File: config.mk
export PLATFORM = sky130hd
export DESIGN_NAME = block_sram
export DESIGN_NICKNAME = d
export VERILOG_FILES = /design/src/rtl/block_sram.sv
export SDC_FILE = /design/constraint.sdc
export NUM_CORES = 1
export LEC_CHECK = 0
export ABC_AREA = 1
export ABC_CLOCK_PERIOD_IN_PS = 1430
export BUFFER_PORTS_ARGS = -buffer_cell sky130_fd_sc_hd__buf_2
export CAP_MARGIN = 25
export CORE_AREA = 8 8 115 159
export CTS_CLUSTER_DIAMETER = 50
export DETAILED_ROUTE_END_ITERATION = 6
export DIE_AREA = 0 0 123 167
export SLEW_MARGIN = 20
export SYNTH_ARGS = -nofsm -noshare
export SYNTH_HDL_FRONTEND = slang
export SYNTH_SLANG_ARGS = --single-unit
File: constraint.sdc
create_clock -name clk -period 1.43 [get_ports clk]
set_input_delay 0.286 -clock clk [delete_from_list [all_inputs] [get_ports clk]]
set_output_delay 0.286 -clock clk [all_outputs]
set_load 0.02 [all_outputs]
File: src/rtl/block_sram.sv
// Parametrised word store with 1-cycle registered reads, per-word valid bits, a parallel block view and a sequential clear sweep.
// Latency: read_data/read_valid/addr_err one cycle after the request; block_data/block_full one cycle after a write.
// Backpressure: none; requests are dropped while busy, and BLOCK_SRAM_RD_BYPASS_EN forwards same-cycle write data to the read.
module block_sram #(
  parameter int DATA_W    = 8,
  parameter int DEPTH     = 8,
  parameter int ADDR_W    = 16,
  parameter int BASE_ADDR = 1
) (
  input  logic                    clk,
  input  logic                    n_rst,
  input  logic                    read_enable,
  input  logic                    write_enable,
  input  logic [ADDR_W-1:0]       address,
  input  logic [DATA_W-1:0]       write_data,
  input  logic                    clear,
  output logic [DATA_W-1:0]       read_data,
  output logic                    read_valid,
  output logic                    addr_err,
  output logic [DATA_W*DEPTH-1:0] block_data,
  output logic                    block_full,
  output logic                    busy
);

  localparam int CNT_W = $clog2(DEPTH);
  localparam int AW1   = ADDR_W + 1;

  typedef enum logic [0:0] {S_IDLE, S_CLEAR} state_t;

  state_t                         state_q, state_d;
  logic [CNT_W-1:0]               cnt_q, cnt_d;
  logic [DEPTH-1:0][DATA_W-1:0]   mem_q, mem_d;
  logic [DEPTH-1:0]               valid_q, valid_d;
  logic [DATA_W-1:0]              read_data_q, read_data_d;
  logic                           read_valid_q, read_valid_d;
  logic                           addr_err_q, addr_err_d;
  logic                           busy_q, busy_d;

  logic [DEPTH-1:0]               hit;
  logic                           in_range;
  logic [DATA_W-1:0]              rd_word;

  // Range check is a per-word equality against the widened address, so no
  // subtraction can wrap and out-of-range simply means no word matched.
  always_comb begin
    hit     = '0;
    rd_word = '0;
    for (int i = 0; i < DEPTH; i++) begin
      if ({1'b0, address} == AW1'(BASE_ADDR + i)) begin
        hit[i]  = 1'b1;
        rd_word = mem_q[i];
      end
    end
    in_range = |hit;
  end

  always_comb begin
    state_d      = state_q;
    cnt_d        = cnt_q;
    mem_d        = mem_q;
    valid_d      = valid_q;
    read_data_d  = read_data_q;
    read_valid_d = 1'b0;
    addr_err_d   = 1'b0;
    busy_d       = busy_q;

    case (state_q)
      S_IDLE: begin
        if (clear) begin
          state_d = S_CLEAR;
          cnt_d   = '0;
          busy_d  = 1'b1;
        end else begin
          addr_err_d = (read_enable | write_enable) & ~in_range;
          if (read_enable && in_range) begin
            read_valid_d = 1'b1;
`ifdef BLOCK_SRAM_RD_BYPASS_EN
            read_data_d  = write_enable ? write_data : rd_word;
`else
            read_data_d  = rd_word;
`endif
          end
          if (write_enable && in_range) begin
            for (int i = 0; i < DEPTH; i++) begin
              if (hit[i]) begin
                mem_d[i]   = write_data;
                valid_d[i] = 1'b1;
              end
            end
          end
        end
      end
      S_CLEAR: begin
        mem_d[cnt_q]   = '0;
        valid_d[cnt_q] = 1'b0;
        // Leave on the last word so the counter never runs past DEPTH-1.
        if (cnt_q == CNT_W'(DEPTH - 1)) begin
          state_d = S_IDLE;
          cnt_d   = '0;
          busy_d  = 1'b0;
        end else begin
          cnt_d = cnt_q + 1'b1;
        end
      end
      default: begin
        state_d = S_IDLE;
        busy_d  = 1'b0;
      end
    endcase
  end

  always_ff @(posedge clk or negedge n_rst) begin
    if (!n_rst) begin
      state_q      <= S_IDLE;
      cnt_q        <= '0;
      mem_q        <= '0;
      valid_q      <= '0;
      read_data_q  <= '0;
      read_valid_q <= 1'b0;
      addr_err_q   <= 1'b0;
      busy_q       <= 1'b0;
    end else begin
      state_q      <= state_d;
      cnt_q        <= cnt_d;
      mem_q        <= mem_d;
      valid_q      <= valid_d;
      read_data_q  <= read_data_d;
      read_valid_q <= read_valid_d;
      addr_err_q   <= addr_err_d;
      busy_q       <= busy_d;
    end
  end

  assign read_data  = read_data_q;
  assign read_valid = read_valid_q;
  assign addr_err   = addr_err_q;
  assign busy       = busy_q;
  assign block_data = mem_q;
  assign block_full = &valid_q;

endmodule

After elaboration in Yosys (flattened, before gate mapping)
Index checks and enable logic that the tools add are counted.

Bits in registers: 87. Bits of input ports: 29. Output and inout bits: 76.

Add/subtract/negate cells: 1. $lt $le $gt $ge: 2. Eq/ne operators: 21. Mux-type cells: 56. Bitwise gates (word level): 9. Reductions and logical operators: 15.

Operator list (number): $mux W8 (19); $mux W64 (2); $pmux W64 S2 (1); $and A64 B64 Y64 (1); $eq A16 B3 Y1 const B (4); $not A64 Y64 (1); $eq A16 B2 Y1 const B (2); $reduce_and A3 Y1 (9); $mux W1 (26); $demux W8 S3 (1); $ne A2 B2 Y1 const B (11); $eq A16 B1 Y1 const B (1); $eq A16 B4 Y1 const B (1); $pmux W8 S2 (1); $and A8 B8 Y8 (1); $not A8 Y8 (1); $reduce_and A8 Y1 (1); $reduce_or A8 Y1 (1); $mux W3 (2); $pmux W3 S2 (1); $lt A3 B4 Y1 const B (1); $pmux W1 S2 (2); $add A3 B1 Y3 const B (1); $demux W1 S3 (1); other kinds (8) (12).

Longest topological paths before layout
Depth in word-level cells: 9. Gate-level depth with buffers: 12. Gate-level depth less buffers: 11.

Worst setup path after synthesis
OpenSTA, ideal clock, no wires.

Path type: in2reg. Start point: input address[9]. End point: register mem_q, in the netlist block_data[47]. Library setup time: 0.122 ns. Arrival time: 1.516 ns. Data required time: 1.308 ns. Path slack: -0.208 ns. Stages on the path: 11. Cells stage by stage: nor2_1 > nand2_2 > nor2_8 > o2111ai_1 > nand3_2 > nand2_4 > nand2_8 > nand2_2 > buf_4 > nand2_1 > o21ai_2.

Word-level cells in the longest chain between the ends: 6. Elaborated cells on any way between the ends: 21.

RTL lines: start, declared (RTL line 14) `input logic [ADDR_W-1:0] address,`; $eq A16 B1 Y1 (tied with other cells) (RTL line 49) `if ({1'b0, address} == AW1'(BASE_ADDR + i)) begin`; $mux W1 (RTL line 49); $reduce_or A8 Y1 (RTL line 54) `in_range = |hit;`; $logic_and A1 B1 Y1 (RTL line 83) `if (write_enable && in_range) begin`; $ne A2 B2 Y1 (no line); $reduce_and A3 Y1 (no line) *; end signal, assigned (RTL line 125) `mem_q <= mem_d;`; end, declared (RTL line 32) `logic [DEPTH-1:0][DATA_W-1:0] mem_q, mem_d;`.

Mark *: on every way between the ends. The rest lies on a longest branch, timed or not. A chain may end at the register's enable or synchronous reset.

Worst setup path after layout
Start point: register valid_q[0]. End point: output block_full.

Word-level cells in the longest chain between the ends: 1.

RTL lines: start, declared (RTL line 33) `logic [DEPTH-1:0] valid_q, valid_d;`; start signal, assigned (RTL line 126) `valid_q <= valid_d;`; $reduce_and A8 Y1 (RTL line 139) `assign block_full = &valid_q;`; end, declared (RTL line 21) `output logic block_full,`.

No other way between the ends.

==> impl_metrics.csv <==
group,metric,value,unit
synthesis,synthDominantCellAreaShare,0.450,
timing,drv_slew,0,
detailed_routing,drt_pass1_iterations,5,
grt,use_met2,0.273,
timing,setup_viol,1,
critical_path,critPathMaxStageDelay,0.39,ns
final_layout,fillers,1602,
synthesis,synth_most_common_cell,"nand2_1",
timing,fin_skew,0.00847,ns
critical_path,path_delay_family,"flip-flops",
synthesis,ys_seq_area_frac,0.450,
critical_path,crit_required,1.14,ns
final_layout,instances_no_fill,968,
synthesis,ys_warn_count,0,
floorplanning,dieArea,20500,um^2
timing,timing.fmax,0.674,GHz
clock_network,cts.clk_slew.worst_paths,0.07,ns
outcome,status,"finished, violations left",
place,dp_cells,934,
synthesis,ys.flop_type,"dfrtp_1",
grt,use_met1,0.208,
final_layout,nets,795,
critical_path,r2r_start,"cnt_q[0]",
grt,antenna_found_initial,0,
power_and_ir_drop,total_power,15.1,mW
power_and_ir_drop,ir_drop,1130,uV
critical_path,crit_start,"valid_q[0]",
clock_network,cts_tree,"done",
synthesis,mappedNetlistArea,4840,um^2
critical_path,reg2reg_to,"cnt_q[0]",
critical_path,cp_max_fo,2,
floorplanning,core_area,16000,um^2
detailed_routing,vias,5056,
timing,fin_crit_sh,1.04,
grt,busiest_layer,"met2",
timing,hold_viol_final,0,
synthesis,synthCells,601,
floorplanning,die_y,167,um
worst_hold_path,hold_class,"input port to register",
grt,grt_pass1_vias,4715,
detailed_routing,drt_iter0_drc,381,
floorplanning,die_x,123,um
grt,met3_usage,0.0318,
critical_path,cp_cell_sequence,"nand4_1 -> nor2_2 -> buf_6",
critical_path,start_kind,"register",
floorplanning,ios,105,
timing,rsz0062_at_grt,"true",
timing,tightestPinTransition,0.399,ns
critical_path,crit_path_end,"block_full",
synthesis,synth_edf_count,0,
timing,fin_crit,1.48,ns
synthesis,yosys.cell_types.count,33,
clock_network,h-tree-depth,3,
job,max_cap_violations,0,
critical_path,arrival,1.20,ns
outcome,violations,"setup timing",
synthesis,ys_async_sr_fraction,1.00,
critical_path,cp.depth,3,
critical_path,critical_path_class,"register to output port",
synthesis,ys_ff_latch,87,
final_layout,n_antenna_cell,0,
critical_path,r2r_cells,4,
timing,relSlewSlack,0.734,
final_layout,area_growth,44.0,%
clock_network,cts_buffers,9,
synthesis,synthTopCellsByArea,"dfrtp_1, nand2_1, a31oi_1, o21ai_2, nand3_1",
clock_network,clk_latency,0.35,ns
detailed_routing,ant_nets,0,
grt,grt-ovfl-total,0,
synthesis,synth_common_cells,"nand2_1, dfrtp_1, a31oi_1",
synthesis,avgSynthCellArea,8.05,um^2
floorplanning,rows,55,
critical_path,path_buf_inv,1,
power_and_ir_drop,power_density,2170,nW/um^2
floorplanning,start_util,0.303,
place,port_buffers,104,
detailed_routing,wl,18.1,mm
critical_path,reg2reg_slack,0.07,ns
place,gp_congestion,0.846,
detailed_routing,drc,0,
clock_network,cts-root-buf,"clkbuf_16",
grt,grt_pass1_wl,26.6,mm
detailed_routing,wl_per_cell,18.7,um
detailed_routing,vias_per_cell,5.22,
grt,grt.total_usage,0.168,
grt,grt_max_degree,40,
critical_path,endpoint_kind,"output port",
place,dp_hpwl,12.9,mm
power_and_ir_drop,leakagePower,3.33,nW
clock_network,cts_sinks,87,
final_layout,layout-drive-gt1-share,0.390,
synthesis,syn-num-nets,632,
clock_network,clockBufferDepth,2,
synthesis,yosysTopAreaCell,"dfrtp_1",
timing,layout_setup_ws,-0.0533,ns
critical_path,cp_slowest_cell,"dfrtp_1",
kinds of logic (layout without fill, tap and decap cells):
logic type / after synthesis / in the layout / synth area share
AO/OA/AOI/OAI: 158 / 158 / 0.209
flip-flops: 87 / 87 / 0.450
buffers and inverters: 68 / 230 / 0.0616
adder cells (fa/ha/maj): 2 / 2 / 0.00517
AND/OR/NAND/NOR: 286 / 292 / 0.274
where the power goes:
group / internal (mW) / total (mW) / switching [mW]
clock network: 1.25 / 2.34 / 1.09
logic: 3.25 / 8.56 / 5.30
registers: 3.34 / 4.24 / 0.897
total: 7.84 / 15.1 / 7.29
routing by layer:
| layer | share of wire | up-vias |
|---|---|---|
| met1 | 0.39 | 2429 |
| met5 | 0 | - |
| li1 | - | 2415 |
| met2 | 0.51 | 171 |
| met4 | 0.039 | 0 |
| met3 | 0.063 | 41 |
state kept, by name, indices dropped and copies added (netlist names):
register	flops
addr_err	1
valid_q	8
read_valid	1
read_data	8
state_q	1
busy	1
cnt_q	3
block_data	64
metrics by stage:
step / instance area [um^2] / setup TNS, ns / hold slack [ns] / util / worst slack [ns]
final: 6960 / -0.0533 / 0.296 / 0.436 / -0.0533
after global routing: 6960 / -0.980 / 0.315 / 0.436 / -0.0894
after CTS: 6480 / -0.0387 / 0.257 / 0.406 / -0.0387
after detailed placement: 6140 / -25.86 / 0.190 / 0.385 / -0.367
after global placement: 6140 / -24.58 / 0.189 / 0.385 / -0.344
after floorplan: 4940 / -6.93 / -0.00959 / - / -0.163
tightest hold or removal path, delay by kind of cell:
family,cells,cell delay [ns]
simple gates,1,0.11
buf+inv,1,0.11
compound gates,1,0.09
area by class of cell:
type                       instances  area, um^2  area share
clock inverter                     6        50.0     0.00719
inverter                          43         175      0.0252
sequential                        87        2180       0.313
clock buffer                      10         239      0.0343
tap                              199         249      0.0358
timing repair buffer             171        1310       0.188
multi-input combinational        452        2760       0.396
how the worst min path moves through the flow:
stage	end	depth (start not counted)	slack (ns)	start
after detailed placement	block_data[54]	1	0.19	n_rst
after CTS	addr_err	3	0.26	read_enable
after floorplan	addr_err	0	-0.01	n_rst
final	addr_err	3	0.30	write_enable
after global routing	addr_err	3	0.31	write_enable
after global placement	read_data[3]	1	0.19	n_rst
cell usage in the layout, fill, tap and decap left out, types with 3 or more instances in the layout:
cell type	netlist	layout
o21ai_1	38	39
nand2_1	156	140
nor2_4	3	13
nor2_1	44	28
dfrtp_1	87	84
nand2_4	5	10
buf_6	4	12
dfrtp_2	0	3
a21oi_1	9	9
nand3_1	39	37
nand2_8	1	12
o21ai_0	9	4
nand3_2	2	3
buf_4	1	44
nor2_2	3	9
inv_1	40	36
buf_12	0	17
nand2_2	7	13
buf_2	7	96
nand4_1	19	19
clkbuf_16	0	9
clkinvlp_4	0	4
o21ai_2	36	38
a31oi_1	64	64
timing repair:
action                     4_1_cts  5_1_grt
setup endpoints to repair        2       77
setup buffers                    3        7
hold endpoints to repair        17        0
resized for setup                4       78
pin swaps                        2       40
cloned                           0        7
hold buffers                     1        0
(Power assumes the default switching activity.)
